$ cat src/rtl/uart_rx_os_if.sv
`default_nettype none
// ============================================================================
// Module   : uart_rx_os_if
// Brief    : Byte handshake between the UART receiver and the console registers
// Revision : 1.0  initial release
// ============================================================================
interface uart_rx_os_if #(
    parameter int DATA_BITS = 8
);
    logic [DATA_BITS-1:0] rx_data;
    logic                 rx_ready;
    logic                 rx_ack;
    logic                 framing_err;
    logic                 overrun_err;
    logic                 busy;

    modport master (
        output rx_data,
        output rx_ready,
        output framing_err,
        output overrun_err,
        output busy,
        input  rx_ack
    );

    modport slave (
        input  rx_data,
        input  rx_ready,
        input  framing_err,
        input  overrun_err,
        input  busy,
        output rx_ack
    );
endinterface
`default_nettype wire

$ cat src/rtl/uart_rx_os.sv
`default_nettype none
// ============================================================================
// Module   : uart_rx_os
// Brief    : 8N1 UART receiver on a 16x oversampling tick, ready/ack byte output
// Revision : 1.0  initial release
// ============================================================================
module uart_rx_os #(
    parameter int DATA_BITS  = 8,
    parameter int OVERSAMPLE = 16
) (
    input  wire               clk,
    input  wire               reset,
    input  wire               rx_baud_clk,
    input  wire               rxd,
    uart_rx_os_if.master      rx_bus
);

    localparam int CNT_W = $clog2(OVERSAMPLE);
    localparam int BIT_W = (DATA_BITS > 1) ? $clog2(DATA_BITS) : 1;

    localparam logic [CNT_W-1:0] c_cnt_half = CNT_W'(OVERSAMPLE / 2 - 1);
    localparam logic [CNT_W-1:0] c_cnt_last = CNT_W'(OVERSAMPLE - 1);
    localparam logic [BIT_W-1:0] c_bit_last = BIT_W'(DATA_BITS - 1);

    localparam logic [1:0] c_st_idle  = 2'd0;
    localparam logic [1:0] c_st_start = 2'd1;
    localparam logic [1:0] c_st_data  = 2'd2;
    localparam logic [1:0] c_st_stop  = 2'd3;

    logic                 r_rxd_meta;
    logic                 r_rxd_s;
    logic                 r_baud_q;
    logic [1:0]           r_state;
    logic [1:0]           w_state_next;
    logic [CNT_W-1:0]     r_cnt;
    logic [BIT_W-1:0]     r_bitidx;
    logic [DATA_BITS-1:0] r_shreg;
    logic [DATA_BITS-1:0] r_rx_data;
    logic                 r_rx_ready;
    logic                 r_framing_err;
    logic                 r_overrun_err;
    logic                 w_busy;
    logic                 w_tick;
    logic                 w_cnt_wrap;
    logic                 w_done;
    logic                 w_ack_hit;

    always_ff @(posedge clk or posedge reset) begin
        if (reset) begin
            r_rxd_meta <= 1'b1;
            r_rxd_s    <= 1'b1;
            r_baud_q   <= 1'b0;
        end else begin
            r_rxd_meta <= rxd;
            r_rxd_s    <= r_rxd_meta;
            r_baud_q   <= rx_baud_clk;
        end
    end

    assign w_tick     = rx_baud_clk & ~r_baud_q;
    assign w_cnt_wrap = w_tick && (r_cnt == c_cnt_last);
    assign w_done     = (r_state == c_st_stop) && w_cnt_wrap;
    assign w_ack_hit  = rx_bus.rx_ack & r_rx_ready;

    // State register
    always_ff @(posedge clk or posedge reset) begin
        if (reset) begin
            r_state <= c_st_idle;
        end else begin
            r_state <= w_state_next;
        end
    end

    // Next-state logic
    always_comb begin
        w_state_next = r_state;
        case (r_state)
            c_st_idle: begin
                if (w_tick && !r_rxd_s) begin
                    w_state_next = c_st_start;
                end
            end
            c_st_start: begin
                if (w_tick && (r_cnt == c_cnt_half)) begin
                    w_state_next = r_rxd_s ? c_st_idle : c_st_data;
                end
            end
            c_st_data: begin
                if (w_cnt_wrap && (r_bitidx == c_bit_last)) begin
                    w_state_next = c_st_stop;
                end
            end
            default: begin
                if (w_cnt_wrap) begin
                    w_state_next = c_st_idle;
                end
            end
        endcase
    end

    // Output logic
    always_comb begin
        w_busy = (r_state != c_st_idle);
    end

    // Sample counters and shift register, all advanced by tick only
    always_ff @(posedge clk or posedge reset) begin
        if (reset) begin
            r_cnt    <= '0;
            r_bitidx <= '0;
            r_shreg  <= '0;
        end else if (w_tick) begin
            case (r_state)
                c_st_idle: begin
                    r_cnt <= '0;
                end
                c_st_start: begin
                    if (r_cnt == c_cnt_half) begin
                        r_cnt    <= '0;
                        r_bitidx <= '0;
                    end else begin
                        r_cnt <= r_cnt + 1'b1;
                    end
                end
                c_st_data: begin
                    if (r_cnt == c_cnt_last) begin
                        r_cnt   <= '0;
                        r_shreg <= {r_rxd_s, r_shreg[DATA_BITS-1:1]};
                        if (r_bitidx != c_bit_last) begin
                            r_bitidx <= r_bitidx + 1'b1;
                        end
                    end else begin
                        r_cnt <= r_cnt + 1'b1;
                    end
                end
                default: begin
                    r_cnt <= (r_cnt == c_cnt_last) ? '0 : r_cnt + 1'b1;
                end
            endcase
        end
    end

    // A completing byte takes priority over an ack landing in the same cycle
    always_ff @(posedge clk or posedge reset) begin
        if (reset) begin
            r_rx_data     <= '0;
            r_rx_ready    <= 1'b0;
            r_framing_err <= 1'b0;
            r_overrun_err <= 1'b0;
        end else if (w_done) begin
            r_rx_data     <= r_shreg;
            r_rx_ready    <= 1'b1;
            r_framing_err <= ~r_rxd_s;
            r_overrun_err <= w_ack_hit ? 1'b0 : (r_overrun_err | r_rx_ready);
        end else if (w_ack_hit) begin
            r_rx_ready    <= 1'b0;
            r_framing_err <= 1'b0;
            r_overrun_err <= 1'b0;
        end
    end

    assign rx_bus.rx_data     = r_rx_data;
    assign rx_bus.rx_ready    = r_rx_ready;
    assign rx_bus.framing_err = r_framing_err;
    assign rx_bus.overrun_err = r_overrun_err;
    assign rx_bus.busy        = w_busy;

endmodule
`default_nettype wire

$ cat src/flat_wrapper.sv
// flat-port wrapper written by rule: the top's interface ports become plain ports
module uart_rx_os_flat 
#(
    parameter int DATA_BITS  = 8,
    parameter int OVERSAMPLE = 16
)
  (clk, reset, rx_baud_clk, rxd, rx_bus_rx_data, rx_bus_rx_ready, rx_bus_framing_err, rx_bus_overrun_err, rx_bus_busy, rx_bus_rx_ack);
  uart_rx_os_if #(.DATA_BITS(DATA_BITS)) rx_bus_i ();
  input  wire clk;
  input  wire reset;
  input  wire rx_baud_clk;
  input  wire rxd;
  output wire logic [$bits(rx_bus_i.rx_data)-1:0] rx_bus_rx_data;
  output wire logic [$bits(rx_bus_i.rx_ready)-1:0] rx_bus_rx_ready;
  output wire logic [$bits(rx_bus_i.framing_err)-1:0] rx_bus_framing_err;
  output wire logic [$bits(rx_bus_i.overrun_err)-1:0] rx_bus_overrun_err;
  output wire logic [$bits(rx_bus_i.busy)-1:0] rx_bus_busy;
  input wire logic [$bits(rx_bus_i.rx_ack)-1:0] rx_bus_rx_ack;
  assign rx_bus_rx_data = rx_bus_i.rx_data;
  assign rx_bus_rx_ready = rx_bus_i.rx_ready;
  assign rx_bus_framing_err = rx_bus_i.framing_err;
  assign rx_bus_overrun_err = rx_bus_i.overrun_err;
  assign rx_bus_busy = rx_bus_i.busy;
  assign rx_bus_i.rx_ack = rx_bus_rx_ack;
  uart_rx_os #(.DATA_BITS(DATA_BITS), .OVERSAMPLE(OVERSAMPLE)) u_core (.clk(clk), .reset(reset), .rx_baud_clk(rx_baud_clk), .rxd(rxd), .rx_bus(rx_bus_i));
endmodule
$ cat config.mk
export PLATFORM = sky130hd
export DESIGN_NAME = uart_rx_os_flat
export DESIGN_NICKNAME = d
export VERILOG_FILES = /design/src/rtl/uart_rx_os_if.sv /design/src/rtl/uart_rx_os.sv /design/src/flat_wrapper.sv
export SDC_FILE = /design/constraint.sdc
export NUM_CORES = 1
export LEC_CHECK = 0
export BUFFER_PORTS_ARGS = -buffer_cell sky130_fd_sc_hd__clkbuf_2
export CORE_ASPECT_RATIO = 0.7
export CORE_MARGIN = 5
export CORE_UTILIZATION = 55
export DETAILED_ROUTE_END_ITERATION = 8
export HOLD_SLACK_MARGIN = 0.15
export MAX_ROUTING_LAYER = met4
export PLACE_DENSITY = 0.76
export RECOVER_POWER = 25
export SETUP_SLACK_MARGIN = 0.1
export SYNTH_ARGS = -nofsm -noshare
export SYNTH_HDL_FRONTEND = slang
export SYNTH_SLANG_ARGS = --single-unit
$ cat constraint.sdc
create_clock -name clk -period 2 [get_ports clk]
set_clock_uncertainty 0.1 [all_clocks]
set_input_delay 0.2 -clock clk [delete_from_list [all_inputs] [get_ports clk]]
set_output_delay 0.2 -clock clk [all_outputs]
set_load 0.05 [all_outputs]
== After elaboration in Yosys (flattened, before gate mapping) ==
Cells that the tools add are included.

* Flip-flop bits (word level): 31

* Bitwise operators: 5
* Eq/ne operators: 13
* Reductions and logical operators: 14
* Add/sub/neg operators: 2
* Muxes and demuxes: 18

{| class="wikitable"
|+ Operator list
! kind !! number
|-
| $ne A2 B1 Y1 const B || 6
|-
| $mux W2 || 5
|-
| $mux W3 || 3
|-
| $mux W4 || 2
|-
| $pmux W4 S2 || 1
|-
| $pmux W2 S3 || 1
|-
| $pmux W3 S2 || 1
|-
| $reduce_bool A2 Y1 || 3
|-
| $logic_and A1 B1 Y1 || 5
|-
| $mux W1 || 5
|-
| $reduce_and A5 Y1 || 1
|-
| $add A4 B1 Y4 const B || 1
|-
| $eq A2 B2 Y1 const B || 2
|-
| $eq A4 B3 Y1 const B || 1
|-
| $eq A4 B4 Y1 const B || 1
|-
| $reduce_and A4 Y1 || 1
|-
| $reduce_bool A4 Y1 || 1
|-
| $add A3 B1 Y3 const B || 1
|-
| $eq A3 B3 Y1 const B || 1
|-
| $ne A3 B3 Y1 const B || 1
|-
| $reduce_and A3 Y1 || 1
|-
| $and A1 B1 Y1 || 2
|-
| $eq A2 B1 Y1 const B || 1
|-
| $logic_not A2 Y1 || 1
|-
| 3 further kinds || 4
|}

== Longest topological paths before layout ==
* Word-level depth: 6
* Gate-level depth with buffers: 5

== Worst setup path before layout ==
Ideal clock, no wire load.

* Kind: register to register
* Start point: register u_core.r_cnt[0]
* End point: register u_core.r_bitidx[0]
* Library setup time: 125 ps
* Clock period less this slack: 1594 ps
* Slack: 406 ps
* Data arrival time: 1370 ps
* Cell stages (with the launch flop): 6
* Required time: 1775 ps
* Path through: dfrtp_1 -> ha_1 -> buf_2 -> and4b_1 -> o21ai_2 -> mux2_2

* Cells in the longest elaborated chain, start to end: 3

{| class="wikitable"
|+ Ends and longest elaborated chain
! what !! line !! text
|-
| start: declaration || uart_rx_os.sv:35 || <nowiki>logic [CNT_W-1:0] r_cnt;</nowiki>
|-
| start signal: assignment || uart_rx_os.sv:122 || <nowiki>r_cnt <= r_cnt + 1'b1;</nowiki>
|-
| start signal: assignment || uart_rx_os.sv:133 || <nowiki>r_cnt <= r_cnt + 1'b1;</nowiki>
|-
| start signal: assignment || uart_rx_os.sv:137 || <nowiki>r_cnt <= (r_cnt == c_cnt_last) ? '0 : r_cnt + 1'b1;</nowiki>
|-
| $eq A4 B4 Y1 or $eq A4 B3 Y1 (tied branches) || uart_rx_os.sv:126, uart_rx_os.sv:118 ||
|-
| $ne A2 B1 Y1 (no line) || - ||
|-
| $reduce_and A5 Y1 (no line) * || - ||
|-
| end signal: assignment || uart_rx_os.sv:130 || <nowiki>r_bitidx <= r_bitidx + 1'b1;</nowiki>
|-
| end: declaration || uart_rx_os.sv:36 || <nowiki>logic [BIT_W-1:0] r_bitidx;</nowiki>
|}

Every way passes the cells marked *; elsewhere a longest branch is shown, timed or not.
A chain may end at the register's enable or synchronous reset.

== Worst setup path after layout ==
* Start point: input rx_baud_clk
* End point: register u_core.r_shreg[5]

* Cells in the longest elaborated chain, start to end: 2

{| class="wikitable"
|+ Ends and longest elaborated chain
! what !! line !! text
|-
| start: declaration || flat_wrapper.sv:11 || <nowiki>input wire rx_baud_clk;</nowiki>
|-
| $and A1 B1 Y1 || uart_rx_os.sv:60 || <nowiki>assign w_tick = rx_baud_clk & ~r_baud_q;</nowiki>
|-
| $reduce_and A3 Y1 (no line) || - ||
|-
| end signal: assignment || uart_rx_os.sv:128 || <nowiki>r_shreg <= {r_rxd_s, r_shreg[DATA_BITS-1:1]};</nowiki>
|-
| end: declaration || uart_rx_os.sv:37 || <nowiki>logic [DATA_BITS-1:0] r_shreg;</nowiki>
|}

Every way passes these cells.

==> impl_metrics.csv <==
group,metric,value,unit
final_layout,num-fill-cells,190,
synth,syn_area_per_cell,13.1,sq um
clock_network,clk_pin_slew,0.06,ns
setup_path,slowest_stage,"dlygate4sd3_1",
synth,syn_nets,122,
sta,period_share,0.891,
clock_network,cts_tree,"yes",
setup_path,crit_type,"input port to flip-flop",
sta,holdWs,0.262,ns
power_and_ir_drop,p_per_area,856,nW/um^2
synth,syn_inst,114,
sta,relSlewSlack,0.506,
power_and_ir_drop,p_sw_frac,0.303,
place,gp_congestion,0.801,
place,dp_hpwl,1.88,mm
synth,yosys_warnings,0,
clock_network,cts-root-buf,"clkbuf_8",
grt,grt_max_degree,32,
routing,dr_total_vias,949,
routing,first_iter_violations,24,
floorplan,start_util,0.592,
sta,slew_violations,0,
floorplan,dieHeight,53.7,um
grt,track_usage,0.166,
sta,worst_slew_pin_slew,0.741,ns
place,io_buffer_count,16,
clock_network,clockBufferDepth,2,
power_and_ir_drop,p_int,1.03,mW
synth,ys_top_cells_by_area,"dfrtp_1 (48%), mux2_4 (15%), dfstp_2 (3.5%)",
synth,synth.most_common_cell,"dfrtp_1",
routing,drt-pass1-iter-count,4,
floorplan,die_area,3890,sq um
synth,netlist.area_leader.share,0.484,
floorplan,core-area,2530,sq um
setup_path,crit_family,"buffers and inverters",
sta,layout_setup_ws,0.218,ns
sta,fin_crit,1.78,ns
clock_network,numCtsBuffers,5,
synth,synth_common_cells,"dfrtp_1 (29), mux2_4 (15), nand2_1 (10)",
final_layout,final_net_count,148,
synth,synth_cell_types,35,
grt,grt_remaining_overflow,0,
setup_path,slowest_delay,0.52,ns
grt,grt_pass1_wl,4.62,mm
final_layout,seqCellArea,778,sq um
clock_network,clock_latency,0.28,ns
floorplan,die_w,72.4,um
routing,drt_wl_total,2.70,mm
clock_network,postCtsSetupRepairBufs,0,
synth,ys_seq_elements,31,
routing,drc,0,
synth,synth-edff-count,0,
synth,synth_ff_type,"dfrtp_1",
power_and_ir_drop,seq_power_share,0.492,
final_layout,diodes,0,
clock_network,htree_num_levels,2,
place,pre_cts_slack,0.304,ns
final_layout,drive_gt1_frac,0.397,
synth,synth_area,1500,sq um
power_and_ir_drop,ir_worst_vdd,0.534,mV
sta,finalSetupTns,0,ns
floorplan,placementRows,15,
power_and_ir_drop,p_switching,0.449,mW
setup_path,cp.required,2.06,ns
setup_path,arrival,1.84,ns
power_and_ir_drop,p_clk_frac,0.314,
sta,timing.fmax,561,MHz
floorplan,pin_count,17,
sta,finalHoldViolations,0,
synth,synthArstFlopShare,1.00,
final_layout,multi_input_area,652,sq um
grt,grt_antenna_before_repair,0,
setup_path,start_kind,"input port",
setup_path,endpoint_kind,"flip-flop",
job,cap_violations,0,
sta,setup_viol,0,
clock_network,cts_sinks,31,
power_and_ir_drop,power_leakage,0.876,nW
routing,vias_per_cell,5.42,
power_and_ir_drop,p_comb_frac,0.194,
run_status,status,"completed",
sta,rsz0062_at_grt,"false",
worst_hold_path,hold_class,"flip-flop to flip-flop",
synth,yosys.area.top_type,"dfrtp_1",
synth,yosysSeqAreaShare,0.519,
grt,grt_pass1_vias,1020,
routing,detail-route-antenna-nets,0,
setup_path,crit_buf_inv,3,
setup_path,cp_max_fo,8,
final_layout,areaGrowthSynthToFinish,15.6,%
routing,wl_per_cell,15.4,um
setup_path,crit_chain,"dlygate4sd3_1 -> clkbuf_1 -> and2b_4 -> and4b_1 -> buf_4 -> mux2_4",
==> power groups by stage <==
stage / Clock [mW] / Sequential, mW / Combinational (mW)
6_report: 0.466 / 0.730 / 0.287
5_1_grt: 0.516 / 0.737 / 0.319
4_1_cts: 0.480 / 0.729 / 0.290
3_5_place_dp: 0 / 0.740 / 0.281
3_3_place_gp: 0 / 0.735 / 0.271
2_1_floorplan: 0 / 0.739 / 0.225
==> area by class of cell <==
type | count | share of cell area
inverter | 4 | 0.00866
tap | 34 | 0.0245
multi-input combinational | 72 | 0.376
clock buffer | 5 | 0.0397
sequential | 31 | 0.449
timing repair buffer | 26 | 0.0931
clock inverter | 3 | 0.00866
==> logic make-up after synthesis <==
| logic type | Yosys count | share of synthesized area |
|---|---|---|
| AND/OR/NAND/NOR | 32 | 0.139 |
| buffers and inverters | 11 | 0.0459 |
| multiplexers | 21 | 0.194 |
| adder cells (fa/ha/maj) | 3 | 0.0250 |
| AO/OA/AOI/OAI | 16 | 0.0776 |
| flip-flops | 31 | 0.519 |
==> flip-flops by register name, summed over array words and instances (netlist names), 2 cells and up <==
signal / flops
u_core.r_state: 2
u_core.r_shreg: 8
u_core.rx_bus.rx_data: 8
u_core.r_bitidx: 3
u_core.r_cnt: 4
==> placed cells by master, fill, tap and decap left out, types with 3 or more instances in the layout <==
cell / count
dlygate4sd3_1: 4
clkinv_2: 3
clkbuf_8: 5
ha_1: 3
buf_4: 5
dfrtp_1: 29
nand3b_1: 3
nand2_1: 10
o21ai_0: 3
clkbuf_2: 16
nor3b_1: 4
mux2_4: 15
mux2_2: 4
inv_1: 4
nor2_1: 3
==> worst paths after layout <==
kind,start,to,slack (ns),depth (start not counted)
worst min-delay path,u_core.r_rxd_meta,u_core.r_rxd_s,0.26,0
max in group asynchronous,reset,u_core.r_shreg[3],0.76,4
worst min register to register,u_core.r_rxd_meta,u_core.r_rxd_s,0.26,0
worst max register to register,u_core.r_cnt[0],u_core.r_shreg[5],0.28,4
worst max-delay path,rx_baud_clk,u_core.r_shreg[5],0.22,6
min in group asynchronous,reset,u_core.rx_bus.rx_data[1],0.56,4
==> routing by layer <==
layer / wire length (um) / global-route usage / vias up / share of wire
met1: 1300 / 0.188 / 469 / 0.48
met2: 1260 / 0.270 / 16 / 0.47
met4: 19 / 0.0552 / 0 / 0.0070
li1: - / - / 462 / -
met5: 0 / - / - / 0
met3: 111 / 0.0690 / 2 / 0.041
==> timing repair <==
item                                   CTS  global route
hold buffers                             4             0
gates resized for setup                  0             0
endpoints found under the hold margin   34             0
==> metrics by stage <==
| step | util | total power [mW] | std cells | area (sq um) |
|---|---|---|---|---|
| after floorplan | - | 0.964 | 114 | 1500 |
| after detailed placement | 0.637 | 1.02 | 163 | 1610 |
| after CTS | 0.685 | 1.50 | 175 | 1740 |
| after global placement | 0.637 | 1.01 | 163 | 1610 |
| after global routing | 0.684 | 1.57 | 175 | 1730 |
| final | 0.684 | 1.48 | 175 | 1730 |
Note: power is estimated with default switching activity, not from simulation.
